--- config.mk ---
export PLATFORM = sky130hd
export DESIGN_NAME = change_dispenser
export DESIGN_NICKNAME = d
export VERILOG_FILES = /design/src/rtl/change_dispenser.sv
export SDC_FILE = /design/constraint.sdc
export NUM_CORES = 1
export LEC_CHECK = 0
export CORE_AREA = 2 2 60 62
export DETAILED_ROUTE_END_ITERATION = 8
export DIE_AREA = 0 0 62 64
export PLACE_DENSITY = 0.77
export SYNTH_ARGS = -nofsm -noshare
export SYNTH_HDL_FRONTEND = slang
export SYNTH_SLANG_ARGS = --single-unit
--- constraint.sdc ---
create_clock -name clk -period 3.2 [get_ports clk]
set_input_delay 0.32 -clock clk [delete_from_list [all_inputs] [get_ports clk]]
set_output_delay 0.32 -clock clk [all_outputs]
set_load 0.03 [all_outputs]
--- src/rtl/change_dispenser.sv ---
// Coin dispenser: pays out a change amount greedily as single-cycle pulses
// on co10/co5/co1 while tracking a finite inventory of each coin.
module change_dispenser #(
  parameter int W        = 6,
  parameter int INV_W    = 4,
  parameter int INIT_N1  = 15,
  parameter int INIT_N5  = 15,
  parameter int INIT_N10 = 15,
  parameter int GAP      = 1
) (
  input  logic             clk,
  input  logic             res,
  input  logic             start,
  input  logic [W-1:0]     amount,
  input  logic             refill,
  output logic             ready,
  output logic             co1,
  output logic             co5,
  output logic             co10,
  output logic             done,
  output logic             err,
  output logic [W-1:0]     remain,
  output logic [INV_W-1:0] n1,
  output logic [INV_W-1:0] n5,
  output logic [INV_W-1:0] n10
);

  typedef enum logic [2:0] {
    IDLE, SEL, PULSE, WAIT, DONE, ERR
  } state_t;

  localparam int CW = (GAP > 1) ? $clog2(GAP) : 1;
  localparam int GAP_M1 = (GAP > 0) ? GAP - 1 : 0;

  localparam logic [CW-1:0]    GAP_LD = CW'(GAP_M1);
  localparam logic [INV_W-1:0] I1     = INV_W'(INIT_N1);
  localparam logic [INV_W-1:0] I5     = INV_W'(INIT_N5);
  localparam logic [INV_W-1:0] I10    = INV_W'(INIT_N10);
  localparam logic [W-1:0]     ONE    = W'(1);
  localparam logic [W-1:0]     FIVE   = W'(5);
  localparam logic [W-1:0]     TEN    = W'(10);

  state_t state, state_nx;

  logic [CW-1:0]    cnt, cnt_nx;
  logic [W-1:0]     remain_nx;
  logic [INV_W-1:0] n1_nx, n5_nx, n10_nx;
  logic             co1_nx, co5_nx, co10_nx;
  logic             done_nx, err_nx;

  assign ready = (state == IDLE);

  always_ff @(posedge clk) begin
    if (res) begin
      state  <= IDLE;
      cnt    <= '0;
      remain <= '0;
      n1     <= I1;
      n5     <= I5;
      n10    <= I10;
      co1    <= 1'b0;
      co5    <= 1'b0;
      co10   <= 1'b0;
      done   <= 1'b0;
      err    <= 1'b0;
    end else begin
      state  <= state_nx;
      cnt    <= cnt_nx;
      remain <= remain_nx;
      n1     <= n1_nx;
      n5     <= n5_nx;
      n10    <= n10_nx;
      co1    <= co1_nx;
      co5    <= co5_nx;
      co10   <= co10_nx;
      done   <= done_nx;
      err    <= err_nx;
    end
  end

  // Coin and counter updates land on the edge entering PULSE.
  always_comb begin
    state_nx  = state;
    cnt_nx    = cnt;
    remain_nx = remain;
    n1_nx     = n1;
    n5_nx     = n5;
    n10_nx    = n10;
    co1_nx    = 1'b0;
    co5_nx    = 1'b0;
    co10_nx   = 1'b0;
    done_nx   = 1'b0;
    err_nx    = 1'b0;
    case (state)
      IDLE: begin
        if (refill) begin
          n1_nx  = I1;
          n5_nx  = I5;
          n10_nx = I10;
        end else if (start) begin
          remain_nx = amount;
          state_nx  = SEL;
        end
      end
      SEL: begin
        if (remain == '0) begin
          done_nx  = 1'b1;
          state_nx = DONE;
        end else if (remain >= TEN && n10 != '0) begin
          remain_nx = remain - TEN;
          n10_nx    = n10 - 1'b1;
          co10_nx   = 1'b1;
          state_nx  = PULSE;
        end else if (remain >= FIVE && n5 != '0) begin
          remain_nx = remain - FIVE;
          n5_nx     = n5 - 1'b1;
          co5_nx    = 1'b1;
          state_nx  = PULSE;
        end else if (n1 != '0) begin
          remain_nx = remain - ONE;
          n1_nx     = n1 - 1'b1;
          co1_nx    = 1'b1;
          state_nx  = PULSE;
        end else begin
          err_nx   = 1'b1;
          state_nx = ERR;
        end
      end
      PULSE: begin
        if (GAP > 0) begin
          cnt_nx   = GAP_LD;
          state_nx = WAIT;
        end else begin
          state_nx = SEL;
        end
      end
      WAIT: begin
        if (cnt == '0) state_nx = SEL;
        else cnt_nx = cnt - 1'b1;
      end
      DONE:    state_nx = IDLE;
      ERR:     state_nx = IDLE;
      default: state_nx = IDLE;
    endcase
  end

endmodule

==> out/results.tsv, run 1 <==
stage	metric	value	unit
synthesis	Yosys top cell by area	dfxtp_1	
timing	skew final	0.0136	ns
timing	final hold vios	0	
synthesis	Synth top cells by count	dfxtp_1, nand2_1, nor3_1	
timing	final worst path period need	2.75	ns
critical_path	Setup crit end kind	register	
global_routing	total track usage	21.0	%
clocking	Root Buffer	clkbuf_4	
clocking	clk slew on worst S/H paths	0.16	ns
power	Pleak	0.000793	uW
route	final wirelength	3.81	mm
clocking	Post-CTS Setup Bufs	0	
timing	Tcrit/Tclk final	85.9	%
power	Max VDD drop	0.000417	V
floorplanning	core area	3280	sq um
synthesis	Synth Net Count	212	
timing	Slew Viols, Final	0	
clocking	Post-CTS Hold Buffers	0	
critical_path	WS Path Type	reg -> reg	
clocking	clk sinks	26	
global_routing	vias in the first global route	1407	
place	# port buffers	33	
global_routing	grt ovf	0	
synthesis	Synth Area per Inst	8.32	sq um
timing	Slew headroom	43.9	%
synthesis	#FFs+latches synth	26	
route	Antenna Nets Post-Route	0	
run_status	outcome	complete, no violations	
run	max-capacitance violation count	0	
clocking	CTS resizes	0	
global_routing	largest net degree at the start of global routing	16	
synthesis	yosys warns	0	
route	vias post-DR	1486	
floorplanning	initial core utilization	48.4	%
synthesis	most numerous cell in the Yosys netlist	dfxtp_1	
synthesis	sequential share of the synthesized area	32.8	%
route	routed vias/inst	5.61	
global_routing	first-pass GRT wire length	6.31	mm
synthesis	ys async rst share	0	%
floorplanning	die area	3970	sq um
cells_and_area	Layout Nets	241	
synthesis	Most used DFF post-synth	dfxtp_1	
cells_and_area	fraction of layout instances using a drive strength above 1	4.57	%
critical_path	crit path DAT	3.02	ns
critical_path	Worst path slowest cell	a2111oi_0	
clocking	clk_lat worst skew	0.34	ns
clocking	H-tree depth	1	
power	Power Total	963	uW
critical_path	Critical Path RT	3.47	ns
floorplanning	Die Y	64	microns
timing	RSZ-0062 raised after global routing	no	
critical_path	Crit path max-delay family	compound AO/OA/AOI/OAI gates	
route	router iterations before antenna repair	4	
critical_path	crit-path max FO	7	
route	DRC errors left	0	
synthesis	synth top area cells	dfxtp_1, ha_1, nand2_1, nor3_1, o21ai_0	
critical_path	Critical R2R Launch	remain[1]	
cells_and_area	Area Overhead vs Synth	24.6	%
floorplanning	num rows	21	
synthesis	Netlist Area Pre-Place	1590	sq um
critical_path	Setup crit start	remain[1]	
critical_path	critical path, cell by cell	inv_1, ha_1, nand2b_1, a2111oi_4, a2111oi_0, nor3_1, or4_1, a31oi_1	
route	initial DRC count	57	
cells_and_area	Inserted Diodes	0	
place	gpl congestion	0.934	
route	DR WL/cell	14.4	microns
power	pwr/cell area	487	nW/um^2
clocking	TritonCTS clock tree	yes	
min_path	Tightest Hold Check Type	reg -> reg	
synthesis	top cell type's share of synthesized area	32.8	%
synthesis	Cells after Synth	191	
min_path	hold wc startpoint	state[2]	
critical_path	CP Buf/Inv Count	1	
timing	Total Neg Setup Slack	0	ns
synthesis	Post-synth EDFFs	0	
timing	top achievable clock speed	364	MHz
clocking	clock tree buffer depth	2	
clocking	cts bufs inserted	3	
global_routing	initial antenna violation count	0	
critical_path	crit path launch type	register	
timing	Worst-Margin Slew	0.839	ns
place	detailed placer's ending HPWL	2.76	mm
timing	final setup vio count	0	
floorplanning	Die Wd	62	microns
floorplanning	I/O Pins	34	
synthesis	synth unique cells	50	
critical_path	Max stage delay on crit path	0.65	ns
sequential cells by signal, summed over array words and instances (netlist names):
signal  flops
err         1
done        1
n1          4
n5          4
n10         4
co5         1
state       3
remain      6
co1         1
co10        1
stage by stage:
stage	utilization, %	setup slack [ns]	cell area (sq um)	std cells	hold WS, ns
after floorplan	-	0.599	1590	191	0.399
after global placement	58.7	0.702	1930	261	0.480
after detailed placement	58.7	0.566	1930	261	0.485
after CTS	60.3	0.513	1980	265	0.503
after global routing	60.3	0.245	1980	265	0.542
final	60.3	0.452	1980	265	0.499
cells in the final DEF, fill, tap and decap left out, types with 3 or more instances in the layout:
master           instances
dfxtp_1                 26
and3_1                   5
o21ai_0                 11
clkbuf_4                 3
ha_1                    11
o211ai_1                 3
clkdlybuf4s50_1         33
xor2_1                   5
nor2_1                  12
xnor2_1                  5
a21oi_1                  7
a21o_1                   3
nand2b_1                 3
a211oi_1                 3
nand2_1                 23
nor3_1                  14
inv_1                   10
nor3b_1                  3
cell type report:
cell class,instances,area [sq um]
clock buffers,3,22.5
clock inverters,1,30.0
fillers,308,1310
inverters,10,37.5
multi-input cells,146,981
flip-flops and latches,26,520
well taps,46,57.6
repair buffers,33,330
routing by layer:
metal / global-route usage [%] / vias up / part of all wire (%)
met2: 33.7 / 60 / 48
met4: 7.98 / 0 / 1.2
li1: - / 743 / -
met3: 6.28 / 6 / 6.3
met5: 0 / - / 0
met1: 25.6 / 677 / 45
cells by family (layout without fill, tap and decap cells):
logic type / after synthesis / in the layout / share of synthesized area, %
simple gates: 76 / 76 / 23.9
buf+inv: 19 / 47 / 5.51
xor+xnor: 10 / 10 / 5.51
mux: 2 / 2 / 1.34
compound gates: 47 / 47 / 22.4
flops: 26 / 26 / 32.8
fa+ha+maj: 11 / 11 / 8.66
power by group:
group	leakage [uW]	internal, uW	total (uW)	switching [uW]
Clock	0.0000279	127	232	106
Combinational	0.000553	139	350	211
Sequential	0.000212	344	381	36.4
Total	0.000793	610	963	353
final timing paths:
kind / slack (ns) / cells after the start / end
worst min register to register: 0.50 / 1 / state[1]
worst max-delay path: 0.45 / 8 / remain[5]
worst max register to register: 0.45 / 8 / remain[5]
worst min-delay path: 0.50 / 1 / state[1]
Power figures use the tool's default switching activity.
==> run 2, diff against run 1 <==
Settings changed: CTS_BUF_LIST from default to sky130_fd_sc_hd__clkbuf_4 sky130_fd_sc_hd__clkbuf_8.
==> results of run 2 <==
No change in the layout: final DEF, timing and power equal those of run 1.
==> run 3, diff against run 2 <==
--- a/config.mk
+++ b/config.mk
@@ -7,7 +7,9 @@
 export LEC_CHECK = 0
-export CORE_AREA = 2 2 60 62
+export ABC_AREA = 1
+export CORE_AREA = 2 2 64 66
 export CTS_BUF_LIST = sky130_fd_sc_hd__clkbuf_4 sky130_fd_sc_hd__clkbuf_8
 export DETAILED_ROUTE_END_ITERATION = 8
-export DIE_AREA = 0 0 62 64
+export DIE_AREA = 0 0 66 68
 export PLACE_DENSITY = 0.77
+export SETUP_SLACK_MARGIN = 0.5
 export SYNTH_ARGS = -nofsm -noshare
--- a/constraint.sdc
+++ b/constraint.sdc
@@ -3,2 +3,2 @@
 set_output_delay 0.32 -clock clk [all_outputs]
-set_load 0.03 [all_outputs]
+set_load 0.01 [all_outputs]
==> run 3 against run 2 <==
Combinational power up 95%. Critical path depth increased by 4. Via count is 19% higher. Setup slack improved by 0.77 ns. Final area grew 15%. Power up 37%. First-iteration DRC count rose to 2.6 times the previous value. Synthesized cell count rose by 42%. Sequential power grew 11%. Sequential share of layout area is 3.4 points lower. Clock power down 5%. Largest cell class unchanged. Largest power group is now combinational cells. Highest routed layer unchanged.
==> out/results.tsv, run 3 <==
stage	metric	value	unit	change
place	gpl congestion	0.875		-6.2%
global_routing	vias in the first global route	1522		+8.2%
timing	skew final	0.0135	ns	-0.0000981 ns
clocking	clk sinks	26		unchanged
timing	Slew headroom	69.6	%	+26 points
synthesis	compound-cell area share of the yosys netlist	6.88	%	-15 points
cells_and_area	commonest non-fill, non-tap cell in the layout	nand2_1		
run_status	outcome	complete, no violations		
synthesis	synth unique cells	32		-36%
synthesis	Synth Net Count	292		+38%
synthesis	mux cell area share after synthesis	0	%	-1.3 points
cells_and_area	fraction of layout instances using a drive strength above 1	13.5	%	+8.9 points
clocking	Root Buffer	clkbuf_8		
cells_and_area	final core occ	58.8	%	-1.4 points
route	routed vias/inst	5.01		-11%
clocking	CTS resizes	0		unchanged
clocking	cts bufs inserted	3		unchanged
timing	final hold vios	0		unchanged
timing	Tcrit/Tclk final	61.8	%	-24 points
clocking	clk slew on worst S/H paths	0.10	ns	-0.06 ns
synthesis	Post-synth EDFFs	0		unchanged
floorplanning	Die Y	68	microns	+6.3%
power	Power Total	1320	uW	+37%
timing	final setup vio count	0		unchanged
synthesis	Synth top cells by count	nand2_1, inv_1, nand3_1		
synthesis	synth top area cells	dfxtp_1, nand2_1, nand3_1, ha_1, inv_1		
route	vias post-DR	1775		+19%
floorplanning	I/O Pins	34		unchanged
route	DRC errors left	0		unchanged
clocking	H-tree depth	1		unchanged
clocking	Post-CTS Hold Buffers	0		unchanged
global_routing	grt ovf	0		unchanged
critical_path	crit path launch type	register		
floorplanning	initial core utilization	48.1	%	-0.30 points
synthesis	Netlist Area Pre-Place	1850	sq um	+17%
clocking	TritonCTS clock tree	yes		
timing	Slew Viols, Final	0		unchanged
cells_and_area	Reg with most FFs	remain		
synthesis	Synth Area in Simple Gates	43.3	%	+19 points
floorplanning	Die Wd	66	microns	+6.5%
synthesis	most numerous cell in the Yosys netlist	nand2_1		
synthesis	Synth Area per Inst	6.84	sq um	-18%
place	# port buffers	33		unchanged
timing	Worst-Margin Slew	0.455	ns	-0.384 ns
global_routing	initial antenna violation count	0		unchanged
timing	RSZ-0062 raised after global routing	no		
synthesis	largest family of logic cells by synthesized area	simple AND/OR/NAND/NOR gates		
cells_and_area	Inserted Diodes	0		unchanged
floorplanning	core area	3860	sq um	+17%
global_routing	total track usage	19.6	%	-1.4 points
global_routing	largest net degree at the start of global routing	15		-1
synthesis	yosys warns	0		unchanged
floorplanning	die area	4490	sq um	+13%
synthesis	#FFs+latches synth	26		unchanged
power	Max VDD drop	0.000263	V	-37%
synthesis	Synth Area in Adders	7.42	%	-1.2 points
critical_path	crit-path max FO	7		unchanged
synthesis	Yosys top cell by area	dfxtp_1		
synthesis	ys async rst share	0	%	unchanged
synthesis	top cell type's share of synthesized area	28.1	%	-4.7 points
route	DR WL/cell	11.9	microns	-17%
floorplanning	num rows	23		+9.5%
critical_path	Setup crit end kind	register		
place	detailed placer's ending HPWL	3.18	mm	+15%
route	initial DRC count	146		+160%
cells_and_area	highest-count cells in the layout ignoring fill and taps	nand2_1, inv_1, clkdlybuf4s50_1		
synthesis	Cells after Synth	271		+42%
cells_and_area	Layout Nets	326		+35%
run	max-capacitance violation count	0		unchanged
synthesis	Most used DFF post-synth	dfxtp_1		
power	Pleak	0.00118	uW	+49%
route	router iterations before antenna repair	4		unchanged
route	final wirelength	4.23	mm	+11%
critical_path	WS Path Type	reg -> reg		
power	pwr/cell area	583	nW/um^2	+20%
clocking	Post-CTS Setup Bufs	0		unchanged
timing	top achievable clock speed	506	MHz	+39%
cells_and_area	max reg flops	6		unchanged
synthesis	XOR/XNOR Fraction of Synth Area	3.31	%	-2.2 points
critical_path	Critical Path RT	3.36	ns	-0.11 ns
clocking	clk_lat worst skew	0.28	ns	-0.06 ns
timing	final worst path period need	1.98	ns	-0.771 ns
cells_and_area	Area Overhead vs Synth	22.3	%	
min_path	Tightest Hold Check Type	reg -> reg		
global_routing	first-pass GRT wire length	6.85	mm	+8.6%
clocking	clock tree buffer depth	2		unchanged
timing	Total Neg Setup Slack	0	ns	unchanged
synthesis	sequential share of the synthesized area	28.1	%	-4.7 points
route	Antenna Nets Post-Route	0		unchanged
critical_path	crit path DAT	2.14	ns	-0.88 ns
-- run 3: path summary, 6_finish.rpt --
path	startpoint	end	slack [ns]	depth (start not counted)
worst max register to register	remain[0]	n5[3]	1.22	12
worst min-delay path	n10[2]	n10[2]	0.50	2
worst max-delay path	remain[0]	n5[3]	1.22	12
worst min register to register	n10[2]	n10[2]	0.50	2
-- run 3: through the flow --
| step | area, sq um | setup WS (ns) | hold slack (ns) | instances |
|---|---|---|---|---|
| 6_report | 2270 | 1.22 | 0.495 | 354 |
| 5_1_grt | 2270 | 1.05 | 0.512 | 354 |
| 4_1_cts | 2270 | 1.26 | 0.491 | 354 |
| 3_5_place_dp | 2210 | 1.29 | 0.469 | 350 |
| 3_3_place_gp | 2210 | 1.36 | 0.468 | 350 |
| 2_1_floorplan | 1850 | 1.46 | 0.392 | 271 |
-- run 3: critical path: stages (launching register included) --
cell and delay [ns]:
dfxtp_1 0.45, inv_1 0.18, ha_1 0.27, inv_1 0.08, nand2_1 0.08, nand2_1 0.11, nor2_1 0.07, nor2_4 0.12
nand2_2 0.09, a21oi_4 0.23, inv_2 0.06, nand2_1 0.06, nand3_1 0.06
-- run 3: cells by family after synthesis --
kind of cell | count (synthesis)
AOI/OAI and AO/OA | 20
xor gates and xnor gates | 7
buffers and inverters | 48
and+or+nand+nor | 159
DFF | 26
adders and majority gates | 11
-- run 3: final cells by class --
| type | instances | area, sq um |
|---|---|---|
| flip-flops and latches | 26 | 520 |
| repair buffers | 33 | 330 |
| well taps | 50 | 62.6 |
| clock buffers | 4 | 55.1 |
| fillers | 371 | 1590 |
| inverters | 44 | 170 |
| multi-input cells | 197 | 1130 |
-- run 3: power breakdown --
part / switching (uW) / internal [uW]
Clock: 110 / 110
Combinational: 417 / 265
Sequential: 56.2 / 365
Total: 583 / 740
-- run 3: metal layers --
metal / share of wire, % / vias to the layer above / global-route usage, % / routed length (microns)
met5: 0 / - / 0 / 0
li1: - / 926 / - / -
met4: 1.5 / 0 / 5.61 / 62
met2: 47 / 44 / 34.1 / 1990
met1: 47 / 799 / 25.7 / 1980
met3: 4.6 / 6 / 2.47 / 193
